--- src/rtl/hw_reg_pkg.sv ---
// Shared constants and FSM encoding for the serial display-register receiver.
package hw_reg_pkg;

    localparam int REG_SIZE_DEF     = 8;
    localparam int NUM_DATA_REG_DEF = 6;
    localparam int SYNC_DEPTH       = 2;

    typedef enum logic [1:0] {
        CLEAR = 2'd0,
        SHIFT = 2'd1,
        LATCH = 2'd2
    } state_t;

endpackage

--- src/rtl/hw_registers_receiver_sync_edge_detect.sv ---
// Two-flop synchronizer for one strobe pin with a registered rising-edge pulse;
// the pulse appears three clk edges after the pin rises.
module sync_edge_detect
    import hw_reg_pkg::*;
(
    input  logic clk,
    input  logic rst,
    input  logic din,
    output logic rise
);

    logic [SYNC_DEPTH-1:0] pipe;
    logic                  last;

    always_ff @(posedge clk) begin
        if (rst) begin
            pipe <= '0;
            last <= 1'b0;
            rise <= 1'b0;
        end else begin
            pipe <= {pipe[SYNC_DEPTH-2:0], din};
            last <= pipe[SYNC_DEPTH-1];
            rise <= pipe[SYNC_DEPTH-1] & ~last;
        end
    end

endmodule

--- src/rtl/hw_registers_receiver.sv ---
// Receives chained shift-register display traffic (digit select + segment data)
// and reassembles complete frames of NUM_DATA_REG digits with active-high segments.
module hw_registers_receiver
    import hw_reg_pkg::*;
#(
    parameter int REG_SIZE     = REG_SIZE_DEF,
    parameter int NUM_DATA_REG = NUM_DATA_REG_DEF
) (
    input  logic                                    clk,
    input  logic                                    rst,
    input  logic                                    all_nrst,
    input  logic                                    all_bit_clk,
    input  logic                                    control_reg_clk,
    input  logic                                    control_data_ser,
    input  logic                                    digit_data_ser,
    output logic [NUM_DATA_REG-1:0][REG_SIZE-1:0]   frame_out,
    output logic                                    frame_valid,
    output logic                                    len_err,
    output logic                                    sel_err,
    output state_t                                  state
);

    localparam int                CW       = $clog2(REG_SIZE + 2);
    localparam logic [CW-1:0]     CNT_FULL = CW'(REG_SIZE);
    localparam logic [CW-1:0]     CNT_SAT  = CW'(REG_SIZE + 1);
    localparam logic [CW-1:0]     CNT_ONE  = CW'(1);
    localparam logic [NUM_DATA_REG-1:0] SEL_ONE = NUM_DATA_REG'(1);

    logic                                  bit_rise;
    logic                                  latch_rise;
    // Data pipes are one stage longer than the sync so the sampled bit lines up with the edge pulse.
    logic [SYNC_DEPTH:0]                   ctl_pipe;
    logic [SYNC_DEPTH:0]                   dig_pipe;
    logic [SYNC_DEPTH-1:0]                 nrst_pipe;
    logic                                  nrst_s;

    logic [REG_SIZE-1:0]                   ctl_sr;
    logic [REG_SIZE-1:0]                   dig_sr;
    logic [CW-1:0]                         bit_cnt;
    logic [NUM_DATA_REG-1:0][REG_SIZE-1:0] staging;
    logic [NUM_DATA_REG-1:0][REG_SIZE-1:0] staging_next;
    logic [NUM_DATA_REG-1:0]               seen;
    logic [NUM_DATA_REG-1:0]               seen_next;
    logic [NUM_DATA_REG-1:0]               sel_low;
    logic                                  sel_ok;
    logic                                  len_ok;
    logic                                  write_en;
    logic                                  frame_done;
    state_t                                state_next;

    sync_edge_detect u_bit_edge (
        .clk  (clk),
        .rst  (rst),
        .din  (all_bit_clk),
        .rise (bit_rise)
    );

    sync_edge_detect u_latch_edge (
        .clk  (clk),
        .rst  (rst),
        .din  (control_reg_clk),
        .rise (latch_rise)
    );

    assign nrst_s  = nrst_pipe[SYNC_DEPTH-1];
    assign sel_low = ctl_sr[NUM_DATA_REG-1:0];
    assign sel_ok  = ((ctl_sr >> NUM_DATA_REG) == '0) && (sel_low != '0)
                     && ((sel_low & (sel_low - SEL_ONE)) == '0);
    assign len_ok  = (bit_cnt == CNT_FULL);
    assign write_en = (state == LATCH) && len_ok && sel_ok;

    always_comb begin
        staging_next = staging;
        seen_next    = seen;
        if (write_en) begin
            for (int k = 0; k < NUM_DATA_REG; k++) begin
                if (sel_low[k]) staging_next[k] = ~dig_sr;
            end
            seen_next = seen | sel_low;
        end
    end

    assign frame_done = write_en && (&seen_next);

    always_comb begin
        state_next = state;
        case (state)
            CLEAR:   if (nrst_s) state_next = SHIFT;
            SHIFT:   if (latch_rise) state_next = LATCH;
            LATCH:   state_next = SHIFT;
            default: state_next = CLEAR;
        endcase
        if (!nrst_s) state_next = CLEAR;
    end

    always_ff @(posedge clk) begin
        if (rst) begin
            ctl_pipe    <= '0;
            dig_pipe    <= '0;
            nrst_pipe   <= '0;
            ctl_sr      <= '0;
            dig_sr      <= '0;
            bit_cnt     <= '0;
            staging     <= '0;
            seen        <= '0;
            frame_out   <= '0;
            frame_valid <= 1'b0;
            len_err     <= 1'b0;
            sel_err     <= 1'b0;
            state       <= CLEAR;
        end else begin
            ctl_pipe    <= {ctl_pipe[SYNC_DEPTH-1:0], control_data_ser};
            dig_pipe    <= {dig_pipe[SYNC_DEPTH-1:0], digit_data_ser};
            nrst_pipe   <= {nrst_pipe[SYNC_DEPTH-2:0], all_nrst};
            state       <= state_next;
            frame_valid <= 1'b0;
            // Bus clear wipes the partial frame but keeps the last frame and sticky errors.
            if (!nrst_s || state == CLEAR) begin
                ctl_sr  <= '0;
                dig_sr  <= '0;
                bit_cnt <= '0;
                staging <= '0;
                seen    <= '0;
            end else if (state == SHIFT) begin
                if (bit_rise) begin
                    ctl_sr  <= {ctl_sr[REG_SIZE-2:0], ctl_pipe[SYNC_DEPTH]};
                    dig_sr  <= {dig_sr[REG_SIZE-2:0], dig_pipe[SYNC_DEPTH]};
                    bit_cnt <= (bit_cnt == CNT_SAT) ? bit_cnt : bit_cnt + CNT_ONE;
                end
            end else if (state == LATCH) begin
                bit_cnt <= '0;
                if (!len_ok) len_err <= 1'b1;
                if (!sel_ok) sel_err <= 1'b1;
                staging <= staging_next;
                seen    <= frame_done ? '0 : seen_next;
                if (frame_done) begin
                    frame_out   <= staging_next;
                    frame_valid <= 1'b1;
                end
            end
        end
    end

endmodule

--- config.mk ---
export PLATFORM = sky130hd
export DESIGN_NAME = hw_registers_receiver
export DESIGN_NICKNAME = d
export VERILOG_FILES = /design/src/rtl/hw_reg_pkg.sv /design/src/rtl/hw_registers_receiver_sync_edge_detect.sv /design/src/rtl/hw_registers_receiver.sv
export SDC_FILE = /design/constraint.sdc
export NUM_CORES = 1
export LEC_CHECK = 0
export CAP_MARGIN = 10
export CORE_MARGIN = 2
export CORE_UTILIZATION = 65
export DETAILED_ROUTE_END_ITERATION = 12
export DONT_BUFFER_PORTS = 1
export PLACE_DENSITY = 0.81
export SYNTH_ARGS = -nofsm -noshare
export SYNTH_HDL_FRONTEND = slang
export SYNTH_HIERARCHICAL = 1
export SYNTH_SLANG_ARGS = --single-unit
--- constraint.sdc ---
create_clock -name clk -period 4.15 [get_ports clk]
set_input_delay 0.6225 -clock clk [delete_from_list [all_inputs] [get_ports clk]]
set_output_delay 0.6225 -clock clk [all_outputs]
set_load 0.1 [all_outputs]
After elaboration in Yosys (flattened, before gate mapping)
Index checks and enable logic that the tools add are counted.
{"block": "classes", "addsub": 2, "n_eq_ne": 7, "muxes": 16, "bitwise_logic": 13, "reduce_logical": 23}
{"operator": "2-to-1 mux 48 bit", "count": 1}
{"operator": "2-to-1 mux 8 bit", "count": 6}
{"operator": "2-to-1 mux 4 bit", "count": 4}
{"operator": "2-to-1 mux 6 bit", "count": 2}
{"operator": "AND reduction 4 bit", "count": 3}
{"operator": "== test 4 bit, second input constant", "count": 2}
{"operator": "logical NOT 8 bit", "count": 1}
{"operator": "NOT 1 bit", "count": 8}
{"operator": "NOT 8 bit", "count": 1}
{"operator": "AND 6 bit", "count": 1}
{"operator": "logical NOT 6 bit", "count": 1}
{"operator": "bitwise OR 6 bit", "count": 1}
{"operator": "AND reduction 6 bit", "count": 1}
{"operator": "nonzero test 6 bit", "count": 1}
{"operator": "OR reduction 2 bit", "count": 3}
{"operator": "subtractor 6 x 1 -> 6 bit, second input constant", "count": 1}
{"operator": "logical AND 1 bit", "count": 5}
{"operator": "adder 4 x 1 -> 4 bit, second input constant", "count": 1}
{"operator": "inequality test 2 x 1 -> 1 bit, second input constant", "count": 2}
{"operator": "case mux 2 bit (2 select lines)", "count": 1}
{"operator": "AND reduction 2 bit", "count": 2}
{"operator": "OR reduction 4 bit", "count": 1}
{"operator": "AND reduction 3 bit", "count": 1}
{"operator": "AND 1 bit", "count": 2}
{"operator": "other kinds (9)", "count": 9}
{"block": "word_totals", "reg_bits": 143}

Longest topological paths before layout
{"block": "logic_depth", "ltp_word": 9, "ltp_mapped": 9, "ltp_nobuf": 7}

Modules after synthesis
Netlist, hierarchy kept.
{"module": "hw_registers_receiver", "instances": 1, "cells_per_inst": 604, "area_each_um2": 5366.4}
{"module": "sync_edge_detect", "instances": 2, "cells_per_inst": 8, "area_each_um2": 111.4}

Worst setup path after synthesis
Ideal clock, no wire load.
{"block": "synth_path", "kind": "reg2reg", "startpoint": "reg state[1]", "endpoint": "reg frame_out[15] (netlist name)", "arrival_time_ns": 2.240, "slack_ns": 1.783, "path_stages_with_launch": 8, "n_path_buf": 2, "cell_sequence": "dfxtp_1 nor4bb_1 nor4bb_1 and4b_1 buf_4 buf_6 mux2i_1 nor2_1"}
{"block": "synth_between", "elab_chain_len": 7, "elab_cells_between_ends": 13}
{"item": "from (decl)", "line": "hw_registers_receiver.sv:20", "text": "output state_t state"}
{"item": "from (signal assigned)", "line": "hw_registers_receiver.sv:115", "text": "state <= state_next;"}
{"item": "== test 2 bit", "line": "hw_registers_receiver.sv:70, hw_registers_receiver.sv:130"}
{"item": "logical AND 1 bit (2 in series)", "line": "hw_registers_receiver.sv:70", "text": "assign write_en = (state == LATCH) && len_ok && sel_ok;"}
{"item": "2-to-1 mux 6 bit", "line": "hw_registers_receiver.sv:75", "text": "if (write_en) begin"}
{"item": "AND reduction 6 bit", "line": "hw_registers_receiver.sv:83", "text": "assign frame_done = write_en && (&seen_next);"}
{"item": "logical AND 1 bit", "line": "hw_registers_receiver.sv:83"}
{"item": "AND reduction 4 bit (no source line)"}
{"item": "to (signal assigned)", "line": "hw_registers_receiver.sv:137", "text": "frame_out <= staging_next;"}
{"item": "to (decl)", "line": "hw_registers_receiver.sv:16", "text": "output logic [NUM_DATA_REG-1:0][REG_SIZE-1:0] frame_out,"}
Several ways; a longest one is shown, not always the timed one.
A chain may end at the register's enable or synchronous reset.

Worst setup path after layout
{"block": "layout_path", "startpoint": "reg ctl_sr[0]", "endpoint": "reg frame_out[7] (netlist name)"}
{"block": "layout_between", "elab_chain_len": 9, "elab_cells_between_ends": 14}
{"item": "from (decl)", "line": "hw_registers_receiver.sv:37", "text": "logic [REG_SIZE-1:0] ctl_sr;"}
{"item": "from (signal assigned)", "line": "hw_registers_receiver.sv:126", "text": "ctl_sr <= {ctl_sr[REG_SIZE-2:0], ctl_pipe[SYNC_DEPTH]};"}
{"item": "subtractor 6 x 1 -> 6 bit", "line": "hw_registers_receiver.sv:68", "text": "&& ((sel_low & (sel_low - SEL_ONE)) == '0);"}
{"item": "AND 6 bit", "line": "hw_registers_receiver.sv:68"}
{"item": "logical NOT 6 bit", "line": "hw_registers_receiver.sv:68"}
{"item": "logical AND 1 bit", "line": "hw_registers_receiver.sv:68"}
{"item": "logical AND 1 bit", "line": "hw_registers_receiver.sv:70"}
{"item": "2-to-1 mux 6 bit", "line": "hw_registers_receiver.sv:75"}
{"item": "AND reduction 6 bit", "line": "hw_registers_receiver.sv:83"}
{"item": "logical AND 1 bit", "line": "hw_registers_receiver.sv:83"}
{"item": "AND reduction 4 bit (no source line)"}
Several ways; a longest one is shown, not always the timed one.

==> key figures <==
Routing
  – Via Count: 4231
  – Via density: 5.94
  – DRT Pass-1 Iters: 5
  – Wire per inst: 16.2 µm
  – Final wirelength: 11600 µm
  – DR iter-0 viols: 263
  – DRC Markers: 0
  – Detail Route Antenna Nets: 0

Synthesis
  – Distinct cell type count of the synthesized netlist: 39
  – Prevailing post-synth register cell: dfxtp_1
  – Synth warn: 6
  – Mean Syn Cell Area: 9.01 µm²
  – Synth top area share: 51.2%
  – Top-count cell post-synth: dfxtp_1
  – Top cells by count, synth: 143 x dfxtp_1, 77 x nand2_1, 66 x a21oi_1
  – Cell Area, Synth: 0.00559 mm²
  – Post-synth EDFFs: 0
  – Seq cells post-synth: 143
  – Syn nets: 630
  – Post-Synthesis Cells: 620
  – Seq/Total Area, Yosys: 51.2%
  – Cell taking the most area after synthesis: dfxtp_1
  – Synth top area cells: dfxtp_1 51%, a21oi_1 5.9%, o21bai_1 5.6%
  – Ys async rst share: 0%

Clocking
  – Post-CTS Hold Fix Bufs: 0
  – CTS Sinks: 143
  – Root Driver: clkbuf_8
  – TritonCTS clock tree: built
  – Clock slew at reported path FFs: 60 ps
  – # H-tree levels: 4
  – Num CTS Buffers: 17
  – Clk buf depth: 2
  – Clock Latency Late Sink: 520 ps
  – Post_cts resized: 0
  – Postcts setup bufs: 0

Final layout
  – P&R area growth vs syn: 9.07%
  – Diodes inserted: 0
  – Final Cell Area: 0.00610 mm²
  – Post-layout nets: 604
  – Fraction of layout cells with a size suffix above 1: 13.3%

Timing
  – Final hold violation count: 0
  – RSZ-0062 raised after global routing: no
  – Clock skew: 16.1 ps
  – Tmin final: 2710 ps
  – TNS Setup: 0 ps
  – Slew headroom: 33.2%
  – Tightest Pin Transition: 1000 ps
  – Slew Limit Fails: 0
  – Final setup vio count: 0
  – Period utilization: 65.3%
  – F_max: 369 MHz

Setup path
  – Crit Path Max Fanout: 47
  – Crit path cell chain: nor4_2 > mux2_4 > and4b_2 > buf_12 > mux2i_1 > nor2_1
  – Worst Setup SP: ctl_sr[0]
  – Worst R2R Start: ctl_sr[0]
  – Worst setup endpoint: frame_out[7]
  – R2R Path End: frame_out[7]
  – Setup slack, reg-to-reg: 1440 ps
  – Slowest cell on the critical path: and4b_2
  – Crit Path Class: flip-flop to flip-flop
  – Max incr delay on CP: 810 ps
  – Worst r2r path cells: 6
  – CP Data Required Time: 4550 ps
  – CP arrival: 3110 ps
  – Worst setup EP type: flip-flop
  – Setup crit start kind: flip-flop

Run status
  – Status: completed

Pwr
  – Lkg Pwr: 2.16 nW
  – Pwr Total: 2.76 mW
  – Peak VDD IR: 328 µV
  – Pwr/cell area: 454 mW/mm²

Placement
  – DP HPWL: 6830 µm
  – I/O Buffers: 0
  – Final Wtd Congestion: 0.806
  – Placed inst area: 0.00555 mm²

Worst hold path
  – Hold_sp: rst
  – Hold crit path type: input pin to flip-flop

Floorplan
  – Num rows: 33
  – Die width: 96.7 µm
  – Initial Util: 67.7%
  – Chip height: 96.7 µm
  – I/O pin cnt: 60
  – DIE AREA: 0.00936 mm²
  – Core ar.: 0.00826 mm²

Global routing
  – Total track usage: 24.9%
  – Initial antenna violation count: 0
  – First-pass GRT wire length: 19000 µm
  – Grt ovf: 0
  – Vias in the first global route: 3945
  – Largest net degree at the start of global routing: 69

Run
  – Max Cap Viol: 0
==> critical path: cells and delay by family (launching register included) <==
family / cells / cell delay, ps
mux: 2 / 470
flops: 1 / 510
buf+inv: 1 / 310
simple gates: 3 / 1290
==> cell type report <==
cell class	count	area, µm²
multi-input combinational	418	2480
tap	105	131
inverter	10	37.5
clock inverter	9	58.8
fill	602	2160
sequential	143	2860
clock buffer	23	487
timing repair buffer	4	42.5
==> cell usage in the layout (no fill, tap or decap), types with 2 or more instances in the layout <==
master / count
clkbuf_16: 16
mux2i_1: 13
nor3_1: 6
o21bai_1: 42
buf_4: 3
nand4_1: 5
o22ai_1: 3
dfxtp_1: 143
a21boi_0: 6
nor4bb_1: 2
clkinv_2: 4
a21oi_1: 66
nand2_1: 77
or2_0: 6
inv_1: 10
nor2b_1: 16
clkbuf_8: 6
a31oi_1: 45
nor3b_2: 3
nand2b_1: 43
a211oi_1: 2
nor2_1: 28
nand3b_1: 2
ha_1: 3
or2_2: 36
clkinvlp_4: 4
==> per-layer routing <==
| layer | up-vias | GRT usage (%) | wire, µm |
|---|---|---|---|
| li1 | 2060 | - | - |
| met1 | 1984 | 31.0 | 4880 |
| met3 | 21 | 7.44 | 798 |
| met5 | - | 0 | 0 |
| met4 | 0 | 11.5 | 242 |
| met2 | 166 | 39.9 | 5640 |
==> where the power goes <==
| group | leakage (nW) | internal, mW | switching (mW) |
|---|---|---|---|
| clock network | 0.262 | 0.810 | 0.557 |
| logic | 0.744 | 0.0110 | 0.00549 |
| registers | 1.15 | 1.38 | 0.00205 |
| total | 2.16 | 2.20 | 0.565 |
==> state kept, by name, indices dropped and copies added (netlist names), 2 cells and up <==
name / cells
seen: 6
dig_pipe: 3
dig_sr: 8
ctl_sr: 8
u_latch_edge/pipe: 2
nrst_pipe: 2
u_bit_edge/pipe: 2
frame_out: 48
ctl_pipe: 3
bit_cnt: 4
staging: 48
state: 2
==> metrics by stage <==
stage                     worst slack [ps]  utilization, %  cells  hold slack (ps)
final                                 1440            73.8    712              173
after global routing                  1240            73.8    712              156
after CTS                             1430            73.8    712              156
after detailed placement              1440            67.2    680              393
after global placement                1540            67.2    680              392
after floorplan                       1780               -    620              387
==> logic make-up (layout without fill, tap and decap cells) <==
family	Yosys count	count (layout)	synth area share [%]
AO/OA/AOI/OAI	168	168	18.6
XOR/XNOR	2	2	0.313
adder cells (fa/ha/maj)	3	3	0.672
buffers and inverters	59	46	4.70
flip-flops	143	143	51.2
multiplexers	14	14	2.60
AND/OR/NAND/NOR	231	231	21.9
==> worst min path at each step <==
stage	to	slack, ps	cells past startpoint
4_1_cts	u_latch_edge/rise	160	1
5_1_grt	frame_out[47]	160	1
3_5_place_dp	u_latch_edge/rise	390	1
6_report	dig_pipe[0]	170	1
3_3_place_gp	u_bit_edge/rise	390	1
2_1_floorplan	u_bit_edge/rise	390	1
(Power assumes the default switching activity.)
